**src/rtl/keypad_scan_zyq_pkg.sv**
```systemverilog
// Shared definitions for the keypad scanner: FSM states, key codes, column reset pattern.
// Used by keypad_scan_zyq and keypad_map_zyq (optional KEYPAD_AUTOREPEAT_EN lives in the top).
package keypad_scan_zyq_pkg;

  typedef enum logic [1:0] {
    ST_SCAN     = 2'd0,
    ST_DEBOUNCE = 2'd1,
    ST_HELD     = 2'd2,
    ST_RELEASE  = 2'd3
  } scan_state_e;

  localparam logic [4:0] KEY_NONE  = 5'b10000;
  localparam logic [3:0] COL_RESET = 4'b1110;

  localparam logic [4:0] KEY_0 = 5'd0;
  localparam logic [4:0] KEY_1 = 5'd1;
  localparam logic [4:0] KEY_2 = 5'd2;
  localparam logic [4:0] KEY_3 = 5'd3;
  localparam logic [4:0] KEY_4 = 5'd4;
  localparam logic [4:0] KEY_5 = 5'd5;
  localparam logic [4:0] KEY_6 = 5'd6;
  localparam logic [4:0] KEY_7 = 5'd7;
  localparam logic [4:0] KEY_8 = 5'd8;
  localparam logic [4:0] KEY_9 = 5'd9;
  localparam logic [4:0] KEY_A = 5'd10;
  localparam logic [4:0] KEY_B = 5'd11;
  localparam logic [4:0] KEY_C = 5'd12;
  localparam logic [4:0] KEY_D = 5'd13;
  localparam logic [4:0] KEY_E = 5'd14;
  localparam logic [4:0] KEY_F = 5'd15;

endpackage

```
**src/rtl/keypad_map_zyq.sv**
```systemverilog
// Combinational {row,col} -> key code decode for a 4x4 active-low matrix.
// Anything other than exactly one low row and one low column decodes to KEY_NONE.
module keypad_map_zyq
  import keypad_scan_zyq_pkg::*;
(
  input  logic [3:0] row,
  input  logic [3:0] col,
  output logic [4:0] code
);

  logic [1:0] r_idx;
  logic [1:0] c_idx;
  logic       r_ok;
  logic       c_ok;

  always_comb begin
    r_ok  = 1'b1;
    r_idx = 2'd0;
    case (row)
      4'b1110: r_idx = 2'd0;
      4'b1101: r_idx = 2'd1;
      4'b1011: r_idx = 2'd2;
      4'b0111: r_idx = 2'd3;
      default: r_ok  = 1'b0;
    endcase
  end

  always_comb begin
    c_ok  = 1'b1;
    c_idx = 2'd0;
    case (col)
      4'b1110: c_idx = 2'd0;
      4'b1101: c_idx = 2'd1;
      4'b1011: c_idx = 2'd2;
      4'b0111: c_idx = 2'd3;
      default: c_ok  = 1'b0;
    endcase
  end

  always_comb begin
    code = KEY_NONE;
    if (r_ok && c_ok) begin
      case ({r_idx, c_idx})
        4'h0: code = KEY_1;
        4'h1: code = KEY_2;
        4'h2: code = KEY_3;
        4'h3: code = KEY_A;
        4'h4: code = KEY_4;
        4'h5: code = KEY_5;
        4'h6: code = KEY_6;
        4'h7: code = KEY_B;
        4'h8: code = KEY_7;
        4'h9: code = KEY_8;
        4'hA: code = KEY_9;
        4'hB: code = KEY_C;
        4'hC: code = KEY_E;
        4'hD: code = KEY_0;
        4'hE: code = KEY_F;
        4'hF: code = KEY_D;
        default: code = KEY_NONE;
      endcase
    end
  end

endmodule

```
**src/rtl/keypad_scan_zyq.sv**
```systemverilog
// 4x4 keypad column scanner with sample-based press/release debounce and a valid/ack key register.
// Define KEYPAD_AUTOREPEAT_EN to re-raise key_valid every REPEAT_SCANS samples while a key is held.
module keypad_scan_zyq
  import keypad_scan_zyq_pkg::*;
#(
  parameter int SCAN_DIV     = 1000,
  parameter int DEB_CNT      = 4,
  parameter int REPEAT_SCANS = 64
) (
  input  logic       CLK,
  input  logic       RST_N,
  input  logic [3:0] row,
  output logic [3:0] col,
  input  logic       key_ack,
  output logic [4:0] key_code,
  output logic       key_valid,
  output logic       keypr,
  output logic [1:0] dbg_state
);

  // Handshake: key_valid stays high until a cycle with key_valid & key_ack;
  // a confirmation in that same cycle wins and keeps key_valid high with the new code.

  localparam int DIV_W = $clog2(SCAN_DIV);
  localparam int CNT_W = $clog2(DEB_CNT + 1);

  localparam logic [DIV_W-1:0] DIV_LAST = DIV_W'(SCAN_DIV - 1);
  localparam logic [CNT_W-1:0] CNT_ONE  = CNT_W'(1);
  localparam logic [CNT_W-1:0] CNT_DEB  = CNT_W'(DEB_CNT);

  localparam logic [1:0] S_SCAN     = ST_SCAN;
  localparam logic [1:0] S_DEBOUNCE = ST_DEBOUNCE;
  localparam logic [1:0] S_HELD     = ST_HELD;
  localparam logic [1:0] S_RELEASE  = ST_RELEASE;

  if (SCAN_DIV < 2 || DEB_CNT < 1 || REPEAT_SCANS < 1) begin : g_bad_params
    $error("keypad_scan_zyq: parameter out of range");
  end

  logic [1:0]       state;
  logic [DIV_W-1:0] div_cnt;
  logic [CNT_W-1:0] match_cnt;
  logic [CNT_W-1:0] rel_cnt;
  logic [4:0]       cap_code;
  logic [4:0]       map_code;
  logic             sample;

`ifdef KEYPAD_AUTOREPEAT_EN
  localparam int REP_W = $clog2(REPEAT_SCANS + 1);
  localparam logic [REP_W-1:0] REP_ONE  = REP_W'(1);
  localparam logic [REP_W-1:0] REP_LAST = REP_W'(REPEAT_SCANS - 1);
  logic [REP_W-1:0] rep_cnt;
`endif

  keypad_map_zyq u_map (
    .row  (row),
    .col  (col),
    .code (map_code)
  );

  assign sample    = (div_cnt == DIV_LAST);
  assign dbg_state = state;

  always_ff @(posedge CLK) begin
    if (!RST_N) div_cnt <= '0;
    else        div_cnt <= sample ? '0 : div_cnt + DIV_W'(1);
  end

  always_ff @(posedge CLK) begin
    if (!RST_N) begin
      state     <= S_SCAN;
      col       <= COL_RESET;
      cap_code  <= KEY_NONE;
      match_cnt <= '0;
      rel_cnt   <= '0;
      key_code  <= KEY_NONE;
      key_valid <= 1'b0;
      keypr     <= 1'b0;
`ifdef KEYPAD_AUTOREPEAT_EN
      rep_cnt   <= '0;
`endif
    end else begin
      if (key_ack) key_valid <= 1'b0;
      if (sample) begin
        case (state)
          S_SCAN: begin
            if (map_code != KEY_NONE) begin
              cap_code  <= map_code;
              match_cnt <= CNT_ONE;
              if (DEB_CNT == 1) begin
                state     <= S_HELD;
                key_code  <= map_code;
                key_valid <= 1'b1;
                keypr     <= 1'b1;
`ifdef KEYPAD_AUTOREPEAT_EN
                rep_cnt   <= '0;
`endif
              end else begin
                state <= S_DEBOUNCE;
              end
            end else begin
              col <= {col[2:0], col[3]};
            end
          end
          S_DEBOUNCE: begin
            if (map_code == cap_code) begin
              match_cnt <= match_cnt + CNT_ONE;
              if (match_cnt + CNT_ONE == CNT_DEB) begin
                state     <= S_HELD;
                key_code  <= cap_code;
                key_valid <= 1'b1;
                keypr     <= 1'b1;
`ifdef KEYPAD_AUTOREPEAT_EN
                rep_cnt   <= '0;
`endif
              end
            end else begin
              // Bounce: give up on this key and move on to the next column.
              state     <= S_SCAN;
              match_cnt <= '0;
              col       <= {col[2:0], col[3]};
            end
          end
          S_HELD: begin
            if (row == 4'b1111) begin
              if (DEB_CNT == 1) begin
                state     <= S_SCAN;
                keypr     <= 1'b0;
                match_cnt <= '0;
              end else begin
                state   <= S_RELEASE;
                rel_cnt <= CNT_ONE;
              end
            end
`ifdef KEYPAD_AUTOREPEAT_EN
            else if (rep_cnt == REP_LAST) begin
              key_valid <= 1'b1;
              rep_cnt   <= '0;
            end else begin
              rep_cnt <= rep_cnt + REP_ONE;
            end
`endif
          end
          S_RELEASE: begin
            // Only the captured key cancels a release; any other reading counts toward it.
            if (map_code == cap_code) begin
              state   <= S_HELD;
              rel_cnt <= '0;
`ifdef KEYPAD_AUTOREPEAT_EN
              rep_cnt <= '0;
`endif
            end else if (rel_cnt + CNT_ONE == CNT_DEB) begin
              state     <= S_SCAN;
              keypr     <= 1'b0;
              rel_cnt   <= '0;
              match_cnt <= '0;
            end else begin
              rel_cnt <= rel_cnt + CNT_ONE;
            end
          end
          default: state <= S_SCAN;
        endcase
      end
    end
  end

endmodule

```
**config.mk**
```make
export PLATFORM = sky130hd
export DESIGN_NAME = keypad_scan_zyq
export DESIGN_NICKNAME = d
export VERILOG_FILES = /design/src/rtl/keypad_scan_zyq_pkg.sv /design/src/rtl/keypad_map_zyq.sv /design/src/rtl/keypad_scan_zyq.sv
export SDC_FILE = /design/constraint.sdc
export NUM_CORES = 1
export LEC_CHECK = 0
export CAP_MARGIN = 20
export CELL_PAD_IN_SITES_DETAIL_PLACEMENT = 0
export CELL_PAD_IN_SITES_GLOBAL_PLACEMENT = 1
export CORE_MARGIN = 1.5
export CORE_UTILIZATION = 25
export CTS_CLUSTER_DIAMETER = 120
export CTS_CLUSTER_SIZE = 28
export DETAILED_ROUTE_END_ITERATION = 16
export PLACE_DENSITY = 0.51
export SYNTH_ARGS = -nofsm -noshare
export SYNTH_HDL_FRONTEND = slang
export SYNTH_SLANG_ARGS = --single-unit
```
**constraint.sdc**
```tcl
create_clock -name CLK -period 2.8 [get_ports CLK]
set_input_delay 0.56 -clock CLK [delete_from_list [all_inputs] [get_ports CLK]]
set_output_delay 0.56 -clock CLK [all_outputs]
set_load 0.03 [all_outputs]
```
Word level (Yosys, flattened, before mapping)
Memory sizes are Yosys's and may differ from the RTL's.
Index checks and enable logic that the tools add are counted.
- add/subtract/negate cells: 3
- $mul: 0
- div/mod/pow operators: 0
- order comparisons: 0
- equal/unequal tests: 27
- shifts and indexed selects: 0
- muxes and demuxes: 34
- bitwise operators: 1
- reduce and logical (&&, ||, !) cells: 16
- operator list (operator ; number):
    equality test 4 bit (second input constant) ; 7
    two-way mux 3 bit ; 7
    inequality test 2 bit (second input constant) ; 8
    two-way mux 2 bit ; 6
    one-hot mux 2 bit (3 select lines) ; 2
    two-way mux 1 bit ; 11
    adder 10 x 1 -> 10 bit (second input constant) ; 1
    equality test 10 bit (second input constant) ; 1
    AND reduction 5 bit ; 2
    one-hot mux 3 bit (3 select lines) ; 1
    equality test 4 x 3 -> 1 bit (second input constant) ; 2
    two-way mux 4 bit ; 2
    one-hot mux 2 bit (4 select lines) ; 1
    one-hot mux 4 bit (2 select lines) ; 1
    AND reduction 4 bit ; 2
    OR reduction 4 bit ; 2
    adder 3 x 1 -> 3 bit (second input constant) ; 2
    equality test 3 bit (second input constant) ; 2
    inequality test 3 bit (second input constant) ; 2
    one-hot mux 3 bit (2 select lines) ; 1
    AND reduction 3 bit ; 2
    AND reduction 6 bit ; 1
    nonzero test 2 bit ; 3
    equality test 5 bit ; 1
    10 further kinds ; 11
- register bits after elaboration: 34
- latch bits: 0
- RAM bits: 0
- bits in read-only memories: 64
- input bits: 7
- output and inout bits: 13
- logic and storage cells: 91
- memories kept: 1
- memories (name ; words ; bits a word ; read ports ; clocked after memory_dff ; write ports ; line ; RTL):
    (name not given) ; 16 ; 4 ; 1 ; 0 ; 0 ; keypad_map_zyq.sv:43 ; case ({r_idx, c_idx})

Depth between registers and ports, before layout
- word-level depth: 9
- mapped depth: 14

Cells and area by module
A second synthesis with hierarchy kept.
- cells, all modules: 231
- area, all modules: 2067.0 µm²
- modules (own cells, without submodules) (module ; times used ; cells each ; area each (µm²) ; sequential area each (µm²)):
    keypad_scan_zyq ; 1 ; 189 ; 1762.9 ; 680.7
    keypad_map_zyq ; 1 ; 42 ; 304.0 ; 0.0

Least setup slack after synthesis
No wires, ideal clock.
- kind: register to register
- start point: register col[3]
- end point: register key_code[0]
- library setup time: 72 ps
- data arrival time: 3140 ps
- required time: 2728 ps
- setup slack: -412 ps
- stages on the path, launching flop included: 14
- clock period less this slack: 3212 ps
- cells stage by stage: dfxtp_1 > buf_2 > xor2_1 > nand3_2 > inv_1 > ha_1 > inv_1 > o311a_1 > a22o_1 > a2bb2oi_1 > a21oi_1 > nand4_4 > nor4_4 > mux2i_1
- longest elaborated chain between the ends: 7
- elaborated cells between the ends (all ways): 12
- classes of those cells: 5 x eq/ne; 3 x mux; 3 x reduce/logical; 1 x memory
- ends and longest elaborated chain (item ; line ; RTL):
    start: declaration ; keypad_scan_zyq.sv:13 ; output logic [3:0] col,
    start signal: assignment ; keypad_scan_zyq.sv:102 ; col <= {col[2:0], col[3]};
    start signal: assignment ; keypad_scan_zyq.sv:121 ; col <= {col[2:0], col[3]};
    branches (longest 4 deep; another with memory read (16 x 4 bit)) ; n/a ;
    two-way mux 5 bit * ; keypad_map_zyq.sv:42 ; if (r_ok && c_ok) begin
    equality test 5 bit * ; keypad_scan_zyq.sv:106 ; if (map_code == cap_code) begin
    AND reduction 4 bit (no line) * ; n/a ;
    end signal: assignment ; keypad_scan_zyq.sv:92 ; key_code <= map_code;
    end signal: assignment ; keypad_scan_zyq.sv:110 ; key_code <= cap_code;
    end: declaration ; keypad_scan_zyq.sv:15 ; output logic [4:0] key_code,
Mark *: on every way between the ends.
A chain may end at the register's enable or synchronous reset.

Worst setup path in the final report
- start point: register col[3]
- end point: register match_cnt[1]
- longest elaborated chain between the ends: 8
- elaborated cells between the ends (all ways): 17
- classes of those cells: 8 x eq/ne; 5 x mux; 3 x reduce/logical; 1 x memory
- ends and longest elaborated chain (item ; line ; RTL):
    branches (longest 4 deep; another with memory read (16 x 4 bit)) ; n/a ;
    two-way mux 5 bit * ; keypad_map_zyq.sv:42 ;
    inequality test 5 bit or equality test 5 bit (tied branches) ; keypad_scan_zyq.sv:87, keypad_scan_zyq.sv:106, keypad_scan_zyq.sv:146 ;
    inequality test 2 bit (no line) or two-way mux 3 bit (tied branches) ; n/a ;
    AND reduction 5 bit (no line) or one-hot mux 3 bit (3 select lines) (tied branches) ; n/a ;
    end signal: assignment ; keypad_scan_zyq.sv:107 ; match_cnt <= match_cnt + CNT_ONE;
    end: declaration ; keypad_scan_zyq.sv:42 ; logic [CNT_W-1:0] match_cnt;
Marked as above.

==> flow_metrics.tcl <==
set metrics [dict create \
    p_leak_uw 0.001130 \
    cts.path.max_buffers 2 \
    finalNonFillerCells 407 \
    clkLatencyLatePin_ns 0.29 \
    grt_max_degree 16 \
    hold_depth 2 \
    coreArea_sq_mm 0.008217 \
    synthCells 243 \
    via_per_inst 4.617 \
    dieWidth_microns 95.13 \
    relSlewSlack_pct 63.46 \
    yosysWarnings 0 \
    peakVddDrop_uv 144.8 \
    first_iter_violations 106 \
    syn_avg_cell_area_sq_um 8.733 \
    synthArstFlopShare_pct 0 \
    drive_gt1_share_pct 27.15 \
    clk_pin_slew_worst_paths_ns 0.08 \
    drt-wirelength-per-cell_microns 12.81 \
    drc 0 \
    required_ns 3.02 \
    ys_seq_elements 34 \
    power_density_mw_per_mm2 336.0 \
    drv_slew 0 \
    htree_levels 2 \
    grt.total_usage_pct 12.14 \
    start_kind "flop" \
    netlist.area_leader.share_pct 32.08 \
    max_freq_ghz 0.3682 \
    ant_nets 0 \
    path_class "flop to flop" \
    final_common_cell "buf_4" \
    layout_common_cells "35 x buf_4, 31 x dfxtp_1, 23 x nand2_1" \
    final.min_clock_period_ns 2.716 \
    placedCellCount 391 \
    arrival_ns 2.94 \
    syn_to_final_growth_pct 39.56 \
    dieArea_sq_mm 0.009050 \
    rows 33 \
    period_share_pct 97.00 \
    r2r_slack_ns 0.08 \
    wl_microns 5215 \
    root_buffer "clkbuf_8" \
    final_core_util_pct 36.04 \
    r2r_start "col[3]" \
    postSynthNetCount 260 \
    cts_sinks 34 \
    design.portCount 20 \
    min_to "key_code[2]" \
    syn_area_sq_mm 0.002122 \
    cts_tree "built" \
    setup_viol 0 \
    diodes 0 \
    worstHoldStart "key_code[2]" \
    synth-main-ff-cell "dfxtp_1" \
    grt_pass1_vias 1848 \
    status "finished, final reports clean" \
    synth_cell_type_count 53 \
    hold_violations 0 \
    fin_skew_ns 0.01383 \
    yosysTopAreaCell "dfxtp_1" \
    die_h_microns 95.13 \
    grt_pass1_wl_microns 8604 \
    firstDrtPassIters 4 \
    tightest_slew_ns 0.5464 \
    p_total_uw 995.0 \
    r2r_cells 13 \
    ys_seq_area_share_pct 32.08 \
    synth_area_leaders "dfxtp_1 32%, mux2i_1 7.1%, ha_1 5.9%" \
    cp_max_fo 3 \
    antenna_found_initial 0 \
    critPathLaunch "col[3]" \
    cts-buffers-inserted 5 \
    maxCapViolations 0 \
    via_count 1879 \
    ctsHoldBuffers 0 \
    holdWs_ns 0.4572 \
    r2r-end "match_cnt[1]" \
    synth_edf_count 0 \
    portBuffers 19 \
    overflow 0 \
    end_kind "flop" \
    gp_congestion 0.7474 \
    start_util_pct 25.83 \
    hold_class "flop to flop" \
    rsz0062_at_grt "true" \
    final_nets 318 \
    dp.final_hpwl_microns 3891 \
]
-- power by group --
| part | switching, uW | leakage [uW] | total (uW) | internal (uW) |
|---|---|---|---|---|
| registers | 3.58 | 0.000274 | 489 | 485 |
| logic | 78.5 | 0.000817 | 160 | 81.0 |
| clock network | 170 | 0.0000395 | 347 | 177 |
| total | 252 | 0.00113 | 995 | 743 |
-- cells in the mapped netlist (all sizes together) (3+ instances only) --
library cell	count
clkbuf	5
and2	3
nand2	25
o21a	5
nand2b	3
buf	4
mux2	3
xnor2	8
dfxtp	34
inv	12
o21ai	8
a21oi	8
ha	10
nand4	4
nor4	3
nand3	8
nor2	21
o211ai	4
a211oi	3
and3	5
mux2i	15
nor3b	5
xor2	9
nor2b	8
nor3	4
-- through the flow --
step                setup TNS (ns)  instance area (sq um)  setup WS (ns)
CTS                              0                   2823       0.004326
global route               -0.3182                   2962       -0.06984
finish                           0                   2962        0.08400
detailed placement          -5.404                   2653        -0.3540
floorplan                        0                   2137       0.009102
global placement            -5.162                   2653        -0.3368
-- what timing repair did --
action                     4_1_cts  5_1_grt
gates cloned                     1        0
buffers inserted                 6        1
pin swaps                        8       18
resized for setup               13       22
setup endpoints to repair        7       18
-- layer usage --
| metal | vias to the layer above | share of wire (%) | GRT usage [%] |
|---|---|---|---|
| met5 | - | 0 | 0 |
| met4 | 0 | 1.4 | 4.478 |
| met3 | 5 | 1.9 | 2.392 |
| met2 | 23 | 50 | 21.16 |
| met1 | 877 | 47 | 14.62 |
| li1 | 974 | - | - |
-- worst max-delay path by stage --
stage	end	slack [ns]	cells past startpoint
2_1_floorplan	key_code[0]	0.009	11
3_3_place_gp	key_code[1]	-0.34	10
3_5_place_dp	key_code[0]	-0.35	10
4_1_cts	key_code[1]	0.004	13
5_1_grt	match_cnt[1]	-0.07	13
6_report	match_cnt[1]	0.08	13
-- critical path, cell delays in order (launching register included) --
cell,delay [ns]
dfxtp_4,0.40
xor2_4,0.17
nand3_4,0.12
inv_2,0.10
ha_4,0.13
inv_1,0.04
o311a_1,0.33
a22o_1,0.23
a2bb2oi_2,0.14
a21oi_2,0.20
nand4_4,0.16
buf_6,0.16
or3_1,0.33
mux2i_1,0.12
-- state kept, by name, summed over array words and instances (netlist names), named ones only --
register	cells
div_cnt	10
cap_code	5
key_code	5
col	4
match_cnt	3
rel_cnt	3
dbg_state	1
key_valid	1
keypr	1
-- logic make-up after synthesis --
kind of cell / after synthesis / share of synthesized area, %
AOI/OAI and AO/OA: 45 / 15.63
xor gates and xnor gates: 17 / 7.725
adders and majority gates: 10 / 5.896
buffers and inverters: 21 / 4.363
DFF: 34 / 32.08
muxes: 18 / 8.844
and+or+nand+nor: 98 / 25.47
-- final cells by class --
class                      count  area [sq um]
inverter                      12         45.04
timing repair buffer          59         504.2
multi-input combinational    189          1511
tap                          105         131.4
sequential                    34         689.4
fill                         847          5255
clock buffer                   8         80.08
No activity file was read; power rests on OpenSTA's default activity.
==> RTL change 1 (config.mk and constraints unchanged) <==
Set the parameter `DEB_CNT` to 2 (it was 4).
--- a/src/rtl/keypad_scan_zyq.sv
+++ b/src/rtl/keypad_scan_zyq.sv
@@ -6,3 +6,3 @@
   parameter int SCAN_DIV     = 1000,
-  parameter int DEB_CNT      = 4,
+  parameter int DEB_CNT      = 2,
   parameter int REPEAT_SCANS = 64
Behaviour: no difference found for any inputs over 10 cycles, from zero or initial values and one cycle with RST_N low; that may be too few to reach the edited logic, so the function may still have changed.
==> RTL change 1 against the original RTL <==
The run now ends with negative setup slack left. Synthesized area is 1.8% lower. Final cell count is 4.2% higher. Non-clock buffer count is 12 higher. Largest power group unchanged. Design area hardly changed. Fmax is 14% lower. Setup slack worse by 0.43 ns. Wire length is 7.0% higher. Critical endpoint is now key_code[4]. Sequential cell count is 2 lower. Total power is 0.92% higher. Count of clock-buffer cells in the layout is 1 lower. Sequential share of layout area is 1.2 points lower. Global-route usage is 1.5 points higher. Critical path type unchanged. Largest cell class unchanged.
==> RTL change 1: results (changes against the original RTL) <==
- Sequential cell area: 653 µm² (-5.3%)
- Combined area of all synthesized cells: 2080 µm² (-1.8%)
- Hold path startpoint: div_cnt[0]
- Largest net degree at the start of global routing: 17 (+1)
- GP Congestion: 0.784 (+4.8%)
- Setup slack after placement: -0.625 ns (-0.271 ns)
- Area added between synthesis and finish: 42.1%
- Synth top cells by count: 32 x sky130_fd_sc_hd__dfxtp_1, 25 x sky130_fd_sc_hd__nor2_1, 18 x sky130_fd_sc_hd__inv_1, 17 x sky130_fd_sc_hd__nand2_1, 13 x sky130_fd_sc_hd__o21ai_0
- IR drop worst, VDD: 0.227 mV (+57%)
- Detailed placer's ending HPWL: 4220 µm (+8.4%)
- R2r worst-path depth: 12 (-1)
- Total Wirelength: 5580 µm (+7.0%)
- Number of cells in the finished layout apart from fillers: 424 (+4.2%)
- Final-report setup violation count: 17 (+17)
- Fin nets: 332 (+4.4%)
- Largest cells by area after synthesis: sky130_fd_sc_hd__dfxtp_1 31%, sky130_fd_sc_hd__nor2_1 4.5%, sky130_fd_sc_hd__ha_1 4.2%
- Number of storage elements in the synthesis netlist: 32 (-5.9%)
- Areal power density over the cells: 339 nW/µm² (+0.96%)
- Final Worst Setup Slack: -0.342 ns (-0.426 ns)
- Power in the clock group: 415 µW (+20%)
- Run status: finished, violations left
- Met3 wire length: 148 µm (+48%)
- Number of filler cells placed in the layout: 868 (+2.5%)
- Final Hold Slack: 0.466 ns (+0.00887 ns)
- Post_cts resized: 11 (-2)
- Delay of the slowest cell on the worst path: 0.54 ns (+0.14 ns)
- Met2 Resource Use GR: 0.223 (+0.0114)
- Number of multi-input logic gates: 190 (+0.53%)
- Number of global-route vias before repair: 1992 (+7.8%)
- Register area share after synthesis: 0.308 (-0.0132)
- Global routing usage on met1: 0.178 (+0.0323)
- Fin Setup TNS: -4.15 ns (-4.15 ns)
- Non-clock buffer count: 71 (+20%)
- Sequential fraction of design power: 0.457 (-0.034)
- Depth of the worst hold-timing path: 1 (-1)
- Final worst clock skew: 0.00668 ns (-0.00715 ns)
- Wire length of the first global-routing pass: 9550 µm (+11%)
- Arrival @ worst endpoint: 3.31 ns (+0.37 ns)
- Area share of the largest cell type after synthesis: 0.308 (-0.0132)
- Initial DRC Count: 92 (-13%)
- Via count normalized by instance count: 4.80 (+3.9%)
- Leakage power: 1.13 nW (-0.29%)
- Multi-input combinational cell area: 1400 µm² (-7.5%)
- Switch Pwr: 253 µW (+0.48%)
- Worst hold endpoint: div_cnt[0]
- Synth unique cells: 51 (-3.8%)
- Buffering overhead: 0.204 (+0.0339)
- Total placed cells including tap cells: 413 (+5.6%)
- Slowest library cell on the worst path: sky130_fd_sc_hd__or4b_4
- Post-place instance area: 2730 µm² (+2.8%)
- Failing checks: negative setup slack
RTL change 1: cell types whose count changed after synthesis, sizes merged, moves of 5 or more:
cell / unedited run / this run
a31oi: 2 / 7
a31o: 1 / 6
nor3b: 5 / 0
inv: 12 / 18
o21ai: 8 / 13
mux2i: 15 / 7
nor2b: 8 / 2
nand2: 25 / 17
xnor2: 8 / 2
nand4: 4 / 11
RTL change 1: how the worst max path moves through the flow:
| stage | startpoint | to | depth (start not counted) |
|---|---|---|---|
| final | col[3] | key_code[4] | 12 |
| after global routing | col[3] | key_code[0] | 12 |
| after CTS | col[3] | key_code[2] | 12 |
| after detailed placement | row[3] | key_code[2] | 10 |
| after global placement | row[3] | key_code[3] | 10 |
| after floorplan | col[2] | key_code[4] | 12 |
RTL change 1: cells by family after synthesis:
family                     synth area share
DFF                                   0.308
AOI/OAI and AO/OA                     0.230
xor gates and xnor gates             0.0462
adders and majority gates            0.0420
muxes                                0.0390
buffers and inverters                0.0733
and+or+nand+nor                       0.262
==> RTL change 2 (same settings) <==
Made on the original files. Reset style: asynchronous (`RST_N`), changed in 2 clocked blocks.
--- a/src/rtl/keypad_scan_zyq.sv
+++ b/src/rtl/keypad_scan_zyq.sv
@@ -63,3 +63,3 @@
 
-  always_ff @(posedge CLK) begin
+  always_ff @(posedge CLK or negedge RST_N) begin
     if (!RST_N) div_cnt <= '0;
@@ -68,3 +68,3 @@
 
-  always_ff @(posedge CLK) begin
+  always_ff @(posedge CLK or negedge RST_N) begin
     if (!RST_N) begin
Check against the original RTL: same outputs for any inputs over 10 cycles, from zero or initial values and one cycle with RST_N low; that may be too few to reach the edited logic, so the function may still have changed.
==> RTL change 2 against the original RTL <==
Highest routed layer unchanged. Sequential cell count unchanged. Die area is 4.5% lower. First-iteration DRC count is 49% lower. Design area fell by 0.17%. The run now ends with negative setup slack left. Wire length fell by 9.6%. Clock skew fell by 0.010 ns. Fmax is 13% lower. Critical path type unchanged. Utilization is 2.0 points higher. Synthesized area down 4.6%. Setup slack worse by 0.40 ns.
Power is not compared: it rests on default switching activity, and its combinational part moved more than twofold at a synthesized area within 25%.
==> RTL change 2: results (changes against the original RTL) <==
- Clock slew at the register clock pins of the worst setup and hold paths: around 0.07 ns
- IR drop worst, VDD: roughly 0.14 mV
- Hold path startpoint: div_cnt[9]
- Slowest library cell on the worst path: sky130_fd_sc_hd__dfstp_2
- Library cell used as clock root buffer: sky130_fd_sc_hd__clkbuf_8
- Largest net degree at the start of global routing: 35 (+19)
- Area share of the largest cell type after synthesis: 0.358 (+0.0377)
- Depth of the worst hold-timing path: 1 (-1)
- Synth top cells by count: 29 x sky130_fd_sc_hd__dfrtp_1, 19 x sky130_fd_sc_hd__nor2_1, 17 x sky130_fd_sc_hd__nand2_1, 15 x sky130_fd_sc_hd__nand3_1, 12 x sky130_fd_sc_hd__mux2_2
- Via count normalized by instance count: 4.58 (-0.77%)
- Largest cells by area after synthesis: sky130_fd_sc_hd__dfrtp_1 36%, sky130_fd_sc_hd__mux2_2 6.7%, sky130_fd_sc_hd__dfstp_2 6.5%
- WL/cell: 12.7 µm (-0.53%)
- Detailed placer's ending HPWL: 3330 µm (-14%)
- Worst hold endpoint: div_cnt[9]
- Number of warnings reported in the yosys synthesis log: 0 (unchanged)
- Arrival @ worst endpoint: 3.30 ns (+0.36 ns)
- Fin nets: 284 (-11%)
- Final Worst Setup Slack: -0.318 ns (-0.402 ns)
- Count of input and output buffers: 19 (unchanged)
- Share of post-route cells with drive strength above 1: 0.358 (+0.0867)
- Worst R2R Start: col[3]
- Run status: finished, violations left
- Final worst clock skew: 0.00333 ns (-0.0105 ns)
- Final-report setup violation count: 19 (+19)
- Fraction of synthesis flops using an asynchronous set or reset pin: 1.00 (+1.00)
- First-pass detailed-route iteration total: 4 (unchanged)
- Number of global-route vias before repair: 1698 (-8.1%)
- Worst Tran Pin Value: 0.438 ns (-0.108 ns)
- Register area share after synthesis: 0.423 (+0.103)
- Failing checks: negative setup slack
- Worst flop-to-flop path endpoint: col[0]
- Delay of the slowest cell on the worst path: 0.57 ns (+0.17 ns)
- R2r worst-path depth: 16 (+3)
- GP Congestion: 0.709 (-5.2%)
- Number of max-cap violations: 0 (unchanged)
- Type of the worst min-delay path: flop to flop
- Post-place instance area: 2600 µm² (-2.1%)
- Clock latency of the later-clocked register in the worst-skew pair: 0.29 ns (about the same)
- Maximum fanout count along the critical path: 4 (+1)
- Synth unique cells: 49 (-7.5%)
- Leakage power: around 1.3 nW
- Overall track demand over capacity in global routing: 0.117 (-0.00409)
- Syn_nets: 223 (-14%)
- H-tree Lvls: 2 (unchanged)
- Wire length of the first global-routing pass: 8050 µm (-6.5%)
- Switch Pwr: 231 µW
- Initial DRC Count: 54 (-49%)
## RTL change 2: how the worst max path moves through the flow
stage | from | endpoint | slack (ns) | cells past startpoint
floorplan | col[1] | dbg_state[0] | -0.24 | 10
global placement | row[2] | col[0] | -0.54 | 11
detailed placement | row[2] | col[0] | -0.61 | 13
CTS | col[3] | col[0] | -0.36 | 15
global route | col[3] | key_code[2] | -0.48 | 13
finish | col[3] | col[0] | -0.32 | 16
## RTL change 2: what timing repair did
item                       4_1_cts  5_1_grt
setup endpoints to repair       19       19
hold endpoints to repair         0        0
resized for setup               27       16
setup buffers                   11        2
pin swaps                       11       16
## RTL change 2: final cells by class
class | instances | area (µm²)
multi-input combinational | 158 | 1300
clock inverter | 2 | 12.5
clock buffer | 6 | 82.6
inverter | 6 | 22.5
sequential | 34 | 857
tap | 102 | 128
timing repair buffer | 62 | 558
fill | 805 | 4810
## RTL change 2: kinds of logic (layout without fill, tap and decap cells)
logic type / after synthesis / in the layout / share of synthesized area
simple gates: 80 / 80 / 0.208
compound gates: 40 / 40 / 0.142
flops: 34 / 34 / 0.423
xor+xnor: 15 / 15 / 0.0649
buf+inv: 14 / 76 / 0.0278
mux: 13 / 13 / 0.0717
fa+ha+maj: 10 / 10 / 0.0618
## RTL change 2: critical path, delay by kind of cell, from the launching register on
kind	cells	cell delay, ns
and+or+nand+nor	2	0.27
muxes	1	0.29
DFF	1	0.57
AOI/OAI and AO/OA	5	0.89
xor gates and xnor gates	1	0.08
adders and majority gates	1	0.19
buffers and inverters	6	0.72
## RTL change 2: power by group through the flow
stage / clock [mW] / sequential, mW / combinational [mW]
after detailed placement: 0 / 0.505 / 0.0615
after floorplan: 0 / 0.504 / 0.0248
after CTS: 0.407 / 0.496 / 0.0677
after global placement: 0 / 0.505 / 0.0620
after global routing: 0.426 / 0.496 / 0.0780
final: 0.390 / 0.496 / 0.0699
## RTL change 2: through the flow
step	hold WS [ns]	cells	setup WS [ns]	setup TNS [ns]	power (mW)
after CTS	0.482	368	-0.358	-5.30	0.971
after detailed placement	0.473	350	-0.606	-9.95	0.567
after global placement	0.474	350	-0.538	-8.90	0.567
after floorplan	0.264	206	-0.243	-2.92	0.529
after global routing	0.515	370	-0.479	-7.64	1.00
final	0.478	370	-0.318	-4.56	0.956
## RTL change 2: layer usage
layer	global-route usage	vias to the layer above	share of wire
li1	-	858	-
met1	0.165	813	0.50
met2	0.178	20	0.46
met3	0.0325	4	0.027
met4	0.0265	0	0.011
met5	0	-	0
